File: src/rtl/gtfwizard_0_gtwiz_buffbypass_rx_if.sv
// rtl/gtfwizard_0_gtwiz_buffbypass_rx_if.sv - channel-side RX phase/delay alignment port bundle
interface gtfwizard_0_gtwiz_buffbypass_rx_if #(
    parameter int N = 1
);
    logic [N-1:0] rxphaligndone;
    logic [N-1:0] rxdlysresetdone;
    logic [N-1:0] rxsyncout;
    logic [N-1:0] rxsyncdone;
    logic [N-1:0] rxdlysreset;
    logic [N-1:0] rxsyncmode;
    logic [N-1:0] rxsyncallin;
    logic [N-1:0] rxsyncin;
    logic [N-1:0] rxphdlyreset;
    logic [N-1:0] rxphalign;
    logic [N-1:0] rxphalignen;
    logic [N-1:0] rxphdlypd;
    logic [N-1:0] rxphovrden;
    logic [N-1:0] rxdlybypass;
    logic [N-1:0] rxdlyen;
    logic [N-1:0] rxdlyovrden;

    modport master (
        input  rxphaligndone, rxdlysresetdone, rxsyncout, rxsyncdone,
        output rxdlysreset, rxsyncmode, rxsyncallin, rxsyncin,
               rxphdlyreset, rxphalign, rxphalignen, rxphdlypd,
               rxphovrden, rxdlybypass, rxdlyen, rxdlyovrden
    );

    modport slave (
        output rxphaligndone, rxdlysresetdone, rxsyncout, rxsyncdone,
        input  rxdlysreset, rxsyncmode, rxsyncallin, rxsyncin,
               rxphdlyreset, rxphalign, rxphalignen, rxphdlypd,
               rxphovrden, rxdlybypass, rxdlyen, rxdlyovrden
    );
endinterface

File: src/rtl/gtfwizard_0_gtwiz_buffbypass_rx.sv
// rtl/gtfwizard_0_gtwiz_buffbypass_rx.sv - auto-mode RX buffer-bypass controller
// Define GTWIZ_BUFFBYPASS_RX_TIMEOUT_EN to build the RXSYNCDONE watchdog with retries.
module gtfwizard_0_gtwiz_buffbypass_rx #(
    parameter int P_BUFFER_BYPASS_MODE       = 0,
    parameter int P_TOTAL_NUMBER_OF_CHANNELS = 1,
    parameter int P_MASTER_CHANNEL_POINTER   = 0,
    parameter int P_TIMEOUT_CYCLES           = 65536,
    parameter int P_MAX_RETRIES              = 3
) (
    input  logic gtwiz_buffbypass_rx_clk_in,
    input  logic gtwiz_buffbypass_rx_reset_n_in,
    input  logic gtwiz_buffbypass_rx_start_user_in,
    input  logic gtwiz_buffbypass_rx_resetdone_in,
    output logic gtwiz_buffbypass_rx_done_out,
    output logic gtwiz_buffbypass_rx_error_out,
    gtfwizard_0_gtwiz_buffbypass_rx_if.master ch
);
    localparam int N = P_TOTAL_NUMBER_OF_CHANNELS;
    localparam int M = P_MASTER_CHANNEL_POINTER;

    // Spare encodings are decoded as idle by the default branch.
    typedef enum logic [2:0] {
        S_IDLE     = 3'd0,
        S_DEASSERT = 3'd1,
        S_WAIT     = 3'd2,
        S_DONE     = 3'd4
    } state_t;

    logic clk;
    logic rst_n;
    assign clk   = gtwiz_buffbypass_rx_clk_in;
    assign rst_n = gtwiz_buffbypass_rx_reset_n_in;

    assign ch.rxphdlyreset = '0;
    assign ch.rxphalign    = '0;
    assign ch.rxphalignen  = '0;
    assign ch.rxphdlypd    = '0;
    assign ch.rxphovrden   = '0;
    assign ch.rxdlybypass  = '0;
    assign ch.rxdlyen      = '0;
    assign ch.rxdlyovrden  = '0;

    if (P_BUFFER_BYPASS_MODE == 0) begin : g_auto
        logic [4:0] rd_meta;
        logic       rd_sync_d1;
        logic [3:0] sd_meta;
        logic       sd_sync_d1;
        logic [3:0] ph_meta;
        logic       sd_re;
        logic       start_int;
        state_t     state, state_nxt;
        logic       done_q, done_nxt;
        logic       error_q, error_nxt;
        logic       dlys_q, dlys_nxt;
        logic       timeout_fail;

        for (genvar i = 0; i < N; i++) begin : g_mode
            assign ch.rxsyncmode[i] = (i == M);
        end
        assign ch.rxsyncallin = {N{&ch.rxphaligndone}};
        assign ch.rxsyncin    = (N == 1) ? '0 : {N{ch.rxsyncout[M]}};
        assign ch.rxdlysreset = {N{dlys_q}};

        assign gtwiz_buffbypass_rx_done_out  = done_q;
        assign gtwiz_buffbypass_rx_error_out = error_q;

        always_ff @(posedge clk or negedge rst_n) begin
            if (!rst_n) begin
                rd_meta    <= '0;
                rd_sync_d1 <= 1'b0;
                sd_meta    <= '0;
                sd_sync_d1 <= 1'b0;
                ph_meta    <= '0;
            end else begin
                rd_meta    <= {rd_meta[3:0], gtwiz_buffbypass_rx_resetdone_in};
                rd_sync_d1 <= rd_meta[4];
                sd_meta    <= {sd_meta[2:0], ch.rxsyncdone[M]};
                sd_sync_d1 <= sd_meta[3];
                ph_meta    <= {ph_meta[2:0], ch.rxphaligndone[M]};
            end
        end

        assign sd_re     = sd_meta[3] & ~sd_sync_d1;
        assign start_int = (rd_meta[4] & ~rd_sync_d1) | gtwiz_buffbypass_rx_start_user_in;

`ifdef GTWIZ_BUFFBYPASS_RX_TIMEOUT_EN
        localparam int CW = $clog2(P_TIMEOUT_CYCLES + 1);
        localparam int RW = (P_MAX_RETRIES < 2) ? 1 : $clog2(P_MAX_RETRIES + 1);
        localparam logic [CW-1:0] TMO_LAST  = CW'(P_TIMEOUT_CYCLES - 1);
        localparam logic [RW-1:0] RETRY_MAX = RW'(P_MAX_RETRIES);
        logic [CW-1:0] tmo_cnt, tmo_cnt_nxt;
        logic [RW-1:0] retry_cnt, retry_cnt_nxt;
        logic          timeout_fail_nxt;

        always_ff @(posedge clk or negedge rst_n) begin
            if (!rst_n) begin
                tmo_cnt      <= '0;
                retry_cnt    <= '0;
                timeout_fail <= 1'b0;
            end else begin
                tmo_cnt      <= tmo_cnt_nxt;
                retry_cnt    <= retry_cnt_nxt;
                timeout_fail <= timeout_fail_nxt;
            end
        end
`else
        assign timeout_fail = 1'b0;
`endif

        always_ff @(posedge clk or negedge rst_n) begin
            if (!rst_n) begin
                state   <= S_IDLE;
                done_q  <= 1'b0;
                error_q <= 1'b0;
                dlys_q  <= 1'b0;
            end else begin
                state   <= state_nxt;
                done_q  <= done_nxt;
                error_q <= error_nxt;
                dlys_q  <= dlys_nxt;
            end
        end

        always_comb begin
            state_nxt = state;
            done_nxt  = done_q;
            error_nxt = error_q;
            dlys_nxt  = 1'b0;
`ifdef GTWIZ_BUFFBYPASS_RX_TIMEOUT_EN
            tmo_cnt_nxt      = tmo_cnt;
            retry_cnt_nxt    = retry_cnt;
            timeout_fail_nxt = timeout_fail;
`endif
            case (state)
                S_DEASSERT: begin
                    state_nxt = S_WAIT;
`ifdef GTWIZ_BUFFBYPASS_RX_TIMEOUT_EN
                    tmo_cnt_nxt = '0;
`endif
                end
                S_WAIT: begin
                    // A sync-done edge in the expiry cycle still counts as success.
                    if (sd_re) begin
                        state_nxt = S_DONE;
                    end
`ifdef GTWIZ_BUFFBYPASS_RX_TIMEOUT_EN
                    else if (tmo_cnt == TMO_LAST) begin
                        if (retry_cnt < RETRY_MAX) begin
                            retry_cnt_nxt = retry_cnt + 1'b1;
                            dlys_nxt      = 1'b1;
                            state_nxt     = S_DEASSERT;
                        end else begin
                            timeout_fail_nxt = 1'b1;
                            state_nxt        = S_DONE;
                        end
                    end else begin
                        tmo_cnt_nxt = tmo_cnt + 1'b1;
                    end
`endif
                end
                S_DONE: begin
                    done_nxt  = 1'b1;
                    error_nxt = ~ph_meta[3] | timeout_fail;
                    state_nxt = S_IDLE;
                end
                default: begin
                    if (start_int) begin
                        done_nxt  = 1'b0;
                        error_nxt = 1'b0;
                        dlys_nxt  = 1'b1;
                        state_nxt = S_DEASSERT;
`ifdef GTWIZ_BUFFBYPASS_RX_TIMEOUT_EN
                        retry_cnt_nxt    = '0;
                        timeout_fail_nxt = 1'b0;
`endif
                    end
                end
            endcase
        end
    end else begin : g_none
        assign ch.rxsyncmode  = '0;
        assign ch.rxsyncallin = '0;
        assign ch.rxsyncin    = '0;
        assign ch.rxdlysreset = '0;
        assign gtwiz_buffbypass_rx_done_out  = 1'b0;
        assign gtwiz_buffbypass_rx_error_out = 1'b0;
    end
endmodule

File: src/flat_wrapper.sv
// flat-port wrapper written by rule: the top's interface ports become plain ports
module gtfwizard_0_gtwiz_buffbypass_rx_flat 
#(
    parameter int P_BUFFER_BYPASS_MODE       = 0,
    parameter int P_TOTAL_NUMBER_OF_CHANNELS = 1,
    parameter int P_MASTER_CHANNEL_POINTER   = 0,
    parameter int P_TIMEOUT_CYCLES           = 65536,
    parameter int P_MAX_RETRIES              = 3
)
  (gtwiz_buffbypass_rx_clk_in, gtwiz_buffbypass_rx_reset_n_in, gtwiz_buffbypass_rx_start_user_in, gtwiz_buffbypass_rx_resetdone_in, gtwiz_buffbypass_rx_done_out, gtwiz_buffbypass_rx_error_out, ch_rxphaligndone, ch_rxdlysresetdone, ch_rxsyncout, ch_rxsyncdone, ch_rxdlysreset, ch_rxsyncmode, ch_rxsyncallin, ch_rxsyncin, ch_rxphdlyreset, ch_rxphalign, ch_rxphalignen, ch_rxphdlypd, ch_rxphovrden, ch_rxdlybypass, ch_rxdlyen, ch_rxdlyovrden);
  gtfwizard_0_gtwiz_buffbypass_rx_if #(.N(1)) ch_i ();
  input  logic gtwiz_buffbypass_rx_clk_in;
  input  logic gtwiz_buffbypass_rx_reset_n_in;
  input  logic gtwiz_buffbypass_rx_start_user_in;
  input  logic gtwiz_buffbypass_rx_resetdone_in;
  output logic gtwiz_buffbypass_rx_done_out;
  output logic gtwiz_buffbypass_rx_error_out;
  input wire logic [$bits(ch_i.rxphaligndone)-1:0] ch_rxphaligndone;
  input wire logic [$bits(ch_i.rxdlysresetdone)-1:0] ch_rxdlysresetdone;
  input wire logic [$bits(ch_i.rxsyncout)-1:0] ch_rxsyncout;
  input wire logic [$bits(ch_i.rxsyncdone)-1:0] ch_rxsyncdone;
  output wire logic [$bits(ch_i.rxdlysreset)-1:0] ch_rxdlysreset;
  output wire logic [$bits(ch_i.rxsyncmode)-1:0] ch_rxsyncmode;
  output wire logic [$bits(ch_i.rxsyncallin)-1:0] ch_rxsyncallin;
  output wire logic [$bits(ch_i.rxsyncin)-1:0] ch_rxsyncin;
  output wire logic [$bits(ch_i.rxphdlyreset)-1:0] ch_rxphdlyreset;
  output wire logic [$bits(ch_i.rxphalign)-1:0] ch_rxphalign;
  output wire logic [$bits(ch_i.rxphalignen)-1:0] ch_rxphalignen;
  output wire logic [$bits(ch_i.rxphdlypd)-1:0] ch_rxphdlypd;
  output wire logic [$bits(ch_i.rxphovrden)-1:0] ch_rxphovrden;
  output wire logic [$bits(ch_i.rxdlybypass)-1:0] ch_rxdlybypass;
  output wire logic [$bits(ch_i.rxdlyen)-1:0] ch_rxdlyen;
  output wire logic [$bits(ch_i.rxdlyovrden)-1:0] ch_rxdlyovrden;
  assign ch_i.rxphaligndone = ch_rxphaligndone;
  assign ch_i.rxdlysresetdone = ch_rxdlysresetdone;
  assign ch_i.rxsyncout = ch_rxsyncout;
  assign ch_i.rxsyncdone = ch_rxsyncdone;
  assign ch_rxdlysreset = ch_i.rxdlysreset;
  assign ch_rxsyncmode = ch_i.rxsyncmode;
  assign ch_rxsyncallin = ch_i.rxsyncallin;
  assign ch_rxsyncin = ch_i.rxsyncin;
  assign ch_rxphdlyreset = ch_i.rxphdlyreset;
  assign ch_rxphalign = ch_i.rxphalign;
  assign ch_rxphalignen = ch_i.rxphalignen;
  assign ch_rxphdlypd = ch_i.rxphdlypd;
  assign ch_rxphovrden = ch_i.rxphovrden;
  assign ch_rxdlybypass = ch_i.rxdlybypass;
  assign ch_rxdlyen = ch_i.rxdlyen;
  assign ch_rxdlyovrden = ch_i.rxdlyovrden;
  gtfwizard_0_gtwiz_buffbypass_rx #(.P_BUFFER_BYPASS_MODE(P_BUFFER_BYPASS_MODE), .P_TOTAL_NUMBER_OF_CHANNELS(P_TOTAL_NUMBER_OF_CHANNELS), .P_MASTER_CHANNEL_POINTER(P_MASTER_CHANNEL_POINTER), .P_TIMEOUT_CYCLES(P_TIMEOUT_CYCLES), .P_MAX_RETRIES(P_MAX_RETRIES)) u_core (.gtwiz_buffbypass_rx_clk_in(gtwiz_buffbypass_rx_clk_in), .gtwiz_buffbypass_rx_reset_n_in(gtwiz_buffbypass_rx_reset_n_in), .gtwiz_buffbypass_rx_start_user_in(gtwiz_buffbypass_rx_start_user_in), .gtwiz_buffbypass_rx_resetdone_in(gtwiz_buffbypass_rx_resetdone_in), .gtwiz_buffbypass_rx_done_out(gtwiz_buffbypass_rx_done_out), .gtwiz_buffbypass_rx_error_out(gtwiz_buffbypass_rx_error_out), .ch(ch_i));
endmodule
File: config.mk
export PLATFORM = sky130hd
export DESIGN_NAME = gtfwizard_0_gtwiz_buffbypass_rx_flat
export DESIGN_NICKNAME = d
export VERILOG_FILES = /design/src/rtl/gtfwizard_0_gtwiz_buffbypass_rx_if.sv /design/src/rtl/gtfwizard_0_gtwiz_buffbypass_rx.sv /design/src/flat_wrapper.sv
export SDC_FILE = /design/constraint.sdc
export NUM_CORES = 1
export LEC_CHECK = 0
export ABC_AREA = 1
export ABC_CLOCK_PERIOD_IN_PS = 900
export BUFFER_PORTS_ARGS = -buffer_cell sky130_fd_sc_hd__clkbuf_2
export CORE_MARGIN = 4
export CORE_UTILIZATION = 43
export DETAILED_ROUTE_END_ITERATION = 10
export PLACE_DENSITY = 0.71
export SYNTH_ARGS = -nofsm -noshare
export SYNTH_HDL_FRONTEND = slang
export SYNTH_SLANG_ARGS = --single-unit
File: constraint.sdc
create_clock -name gtwiz_buffbypass_rx_clk_in -period 0.9 [get_ports gtwiz_buffbypass_rx_clk_in]
set_input_delay 0.045 -clock gtwiz_buffbypass_rx_clk_in [delete_from_list [all_inputs] [get_ports gtwiz_buffbypass_rx_clk_in]]
set_output_delay 0.045 -clock gtwiz_buffbypass_rx_clk_in [all_outputs]
set_load 0.1 [all_outputs]
# --- Word level (Yosys, flattened, before mapping) ---
# Index checks and enable logic that the tools add are counted.
# Widths: inputs -> output; s select.
word_totals:
  register_bits: 21
  input_bits: 8
  out_inout_bits: 14
  word_cells: 34
classes:
  eq_ne: 4
  muxes: 8
  bitwise_logic: 7
  reduce_logical: 6
op_table:
  columns: ["op", "n"]
  rows:
  - ["$pmux 3 s3", 1]
  - ["$mux 3", 2]
  - ["$not 1->1", 4]
  - ["$pmux 1 s2", 2]
  - ["$reduce_and 2->1", 2]
  - ["$reduce_bool 4->1", 1]
  - ["$eq 3x1->1 const B", 1]
  - ["$eq 3x2->1 const B", 1]
  - ["$eq 3x3->1 const B", 1]
  - ["$mux 1", 3]
  - ["$reduce_or 3->1", 1]
  - ["$and 1x1->1", 2]
  - ["$ne 2x1->1 const B", 1]
  - ["$reduce_bool 2->1", 1]
  - ["$reduce_or 2->1", 1]
  - ["$or 1x1->1", 1]

# --- Longest topological paths before layout ---
logic_depth:
  ltp_word: 5
  depth_mapped: 8

# --- Worst setup path before layout ---
# Ideal clock, no wire load.
synth_path:
  path_kind: "register to register"
  from: "reg u_core.gtwiz_buffbypass_rx_error_out (netlist name)"
  to: "reg u_core.g_auto.error_q (netlist: u_core.gtwiz_buffbypass_rx_error_out)"
  arrival_time_ns: 1.078
  setup_slack_ns: -0.260
  stages_incl_launch_ff: 3
  n_path_buf: 0
  cell_sequence: "dfrtp_1 -> nand2_1 -> o21ai_0"
synth_rtl:
  columns: ["item", "line", "rtl"]
  rows:
  - ["end signal, assigned", "gtfwizard_0_gtwiz_buffbypass_rx.sv:119", "error_q <= error_nxt;"]
  - ["end, declared", "gtfwizard_0_gtwiz_buffbypass_rx.sv:53", "logic error_q, error_nxt;"]

# --- Worst setup path in the final report ---
layout_path:
  from: "reg u_core.g_auto.state[1]"
  to: "reg u_core.g_auto.state[0]"
layout_via:
  elab_chain_cells: 3
layout_rtl:
  columns: ["item", "line", "rtl"]
  rows:
  - ["start, declared", "gtfwizard_0_gtwiz_buffbypass_rx.sv:51", "state_t state, state_nxt;"]
  - ["start signal, assigned", "gtfwizard_0_gtwiz_buffbypass_rx.sv:117", "state <= state_nxt;"]
  - ["$eq 3x2->1, or another cell as far along", "gtfwizard_0_gtwiz_buffbypass_rx.sv:134", "case (state)"]
  - ["$ne 2x1->1 (no line) or $reduce_bool 4->1 (tied branches)", null, null]
  - ["$reduce_and 2->1 (no line)", null, null]
# Parallel ways exist; a longest one is shown, timed or not.
# A chain may end at the register's enable or synchronous reset.

==> out/results.ini <==
[synthesis]
async_flop_share=1.00
syn_area_per_cell_um2=11.0
synth.most_common_cell=dfrtp_1
ys_warn_count=0
synth_cell_type_count=12
synth.area.top_cells=dfrtp_1 (68%), buf_4 (11%), nand2_1 (7.8%), inv_1 (4.4%), nand3_1 (2.0%)
ys_ff_latch=21
synth_common_cells=dfrtp_1 (21), nand2_1 (16), buf_4 (11)
seq_area_frac_synth=0.683
synth.cell_area_um2=769
synth_edf_count=0
synth_top_cell_by_area=dfrtp_1
synth_cells=70
netlist.area_leader.share=0.683
ys.flop_type=dfrtp_1

[global_routing]
antenna_found_initial=0
grt_pass1_vias=455
track_usage=0.0989
grt_pass1_wl_um=1810
grt_start_max_net_pins=22
overflow=0

[timing]
rsz0062_at_grt=yes
setup_tns_ns=-1.05
fin_crit_sh=1.22
skew_ns=0.00213
finalCriticalPeriod_ns=1.10
slew_viol_final=0
hold_viol=0
max_clock_freq_mhz=913
fin_ws_ns=-0.195
setup_viol=9

[floorplanning]
ios=22
die_area_um2=2530
coreArea_um2=1710
fp.dieW_um=50.3
start_util=0.451
rows=15
die_h_um=50.3

[power]
power_leakage_uw=0.000520
pwr-share-comb=0.471
peakVddDrop_v=0.00128
power.switching_uw=1350
clkPwrFrac=0.140
seqPwrFrac=0.389
p_total_uw=3170
switching_share=0.425
power.density_nw_per_um2=3110
p_int_uw=1820

[cts]
cts_buffer_depth=2
cts-root-buf=clkbuf_4
cts.sinks=21
clk_pin_slew_ns=0.11
cts_made_buffers=3
cts_tree=built
h-tree-depth=1
clock_latency_ns=0.30

[final_layout]
area_delta_synth_final_pct=32.2
antenna_cells=0
drive_gt1_frac=0.402
nFillCells=138
fin_cells=117
fin_area_um2=1020
nets=101

[placement]
dp_cells=103
placed_cell_area_um2=875
dp_slack_ns=-0.194
gp_congestion=0.813
portBuffers=9
hpwlAfterDp_um=698

[route]
drt_pass1_iterations=3
via_per_inst=3.98
drtIter0Drc=5
drcViolationCount=0
routedWlPerCell_um=9.27
drtAntennaViolNets=0
vias=466
wl_um=1090

[worst_setup_path]
critPathMaxFanout=3
cp.arrival_ns=1.30
crit_required_ns=1.11
startpoint_type=register
criticalPathCategory=reg -> reg
cp-end-kind=register

[flow_run]
max_cap_violations=0

[run_status]
status=finished, violations left
violations=negative setup slack

[worst_hold_path]
hold_class=in -> reg

==> per-layer routing <==
metal  wire (um)  global-route usage  up-vias
met3          64              0.0356        3
li1            -                   -      230
met2         520               0.157       14
met4          29              0.0673        0
met5           0                   0        -
met1         471               0.110      219
==> power by group through the flow <==
stage / sequential (uW) / clock [uW] / combinational [uW]
floorplan: 1540 / 0 / 527
global placement: 1220 / 0 / 1160
detailed placement: 1230 / 0 / 1180
CTS: 1220 / 462 / 1380
global route: 1250 / 512 / 1600
finish: 1230 / 445 / 1490
==> logic make-up (layout without fill, tap and decap cells) <==
logic type / Yosys count / count (layout) / share of synthesized area
AO/OA/AOI/OAI: 1 / 1 / 0.00650
buffers and inverters: 20 / 34 / 0.151
flip-flops: 21 / 21 / 0.683
other: 2 / 10 / 0.00976
AND/OR/NAND/NOR: 26 / 26 / 0.150
==> metrics by stage <==
stage / hold slack [ns] / utilization
floorplan: -0.251 / -
global placement: 0.0274 / 0.512
detailed placement: 0.0336 / 0.512
CTS: 0.0965 / 0.578
global route: 0.152 / 0.596
finish: 0.127 / 0.596
==> area by class of cell <==
cell class,count,area [um^2],area share
clock buffer,3,22.5,0.0221
clock inverter,1,5.00,0.00492
inverter,9,33.8,0.0332
multi-input combinational,37,189,0.186
sequential,21,531,0.522
tap,25,31.3,0.0308
timing repair buffer,21,205,0.202
==> cell usage in the layout, fill, tap and decap left out, types with 2 or more instances in the layout <==
master and n:
buf_12 4, buf_4 8, clkbuf_2 5, clkbuf_4 3, conb_1 10, dfrtp_1 17
dfrtp_2 4, dlygate4sd3_1 4, inv_1 5, inv_2 4, nand2_1 13, nand2_2 4
nand3_2 2, nor2_1 2
==> timing repair <==
item | in CTS | in global routing
endpoints found under the hold margin | 24 | 0
pin swaps | 3 | 2
endpoints found under the setup margin | 9 | 9
cloned | 0 | 0
buffers inserted | 4 | 2
resized for setup | 4 | 6
hold buffers | 4 | 0
==> path summary, 6_finish.rpt <==
kind | slack (ns) | endpoint | start | cells past startpoint
worst max-delay path | -0.20 | u_core.g_auto.state[0] | u_core.g_auto.state[1] | 8
worst min-delay path | 0.13 | u_core.ch.rxdlysreset | gtwiz_buffbypass_rx_start_user_in | 5
worst max register to register | -0.20 | u_core.g_auto.state[0] | u_core.g_auto.state[1] | 8
worst min register to register | 0.36 | u_core.g_auto.ph_meta[3] | u_core.g_auto.ph_meta[2] | 0
max in group asynchronous | 0.33 | u_core.g_auto.state[0] | gtwiz_buffbypass_rx_reset_n_in | 2
min in group asynchronous | 0.22 | u_core.gtwiz_buffbypass_rx_error_out | gtwiz_buffbypass_rx_reset_n_in | 2
==> registers in the layout, summed over array words and instances, names as in the netlist <==
name and count:
u_core.ch.rxdlysreset 1, u_core.g_auto.sd_meta 4, u_core.g_auto.ph_meta 4, u_core.g_auto.sd_sync_d1 1, u_core.g_auto.rd_meta 5, u_core.gtwiz_buffbypass_rx_error_out 1, u_core.g_auto.rd_sync_d1 1, u_core.g_auto.state 3
u_core.gtwiz_buffbypass_rx_done_out 1
==> worst max-delay path, stage by stage, from the launching register on <==
cell	delay, ns
dfrtp_1	0.43
inv_2	0.09
nand2_2	0.06
nor2_4	0.12
nor2_1	0.06
nand2_2	0.07
nand2_2	0.07
nand2_1	0.06
nand2_1	0.04
Power figures use the tool's default switching activity.
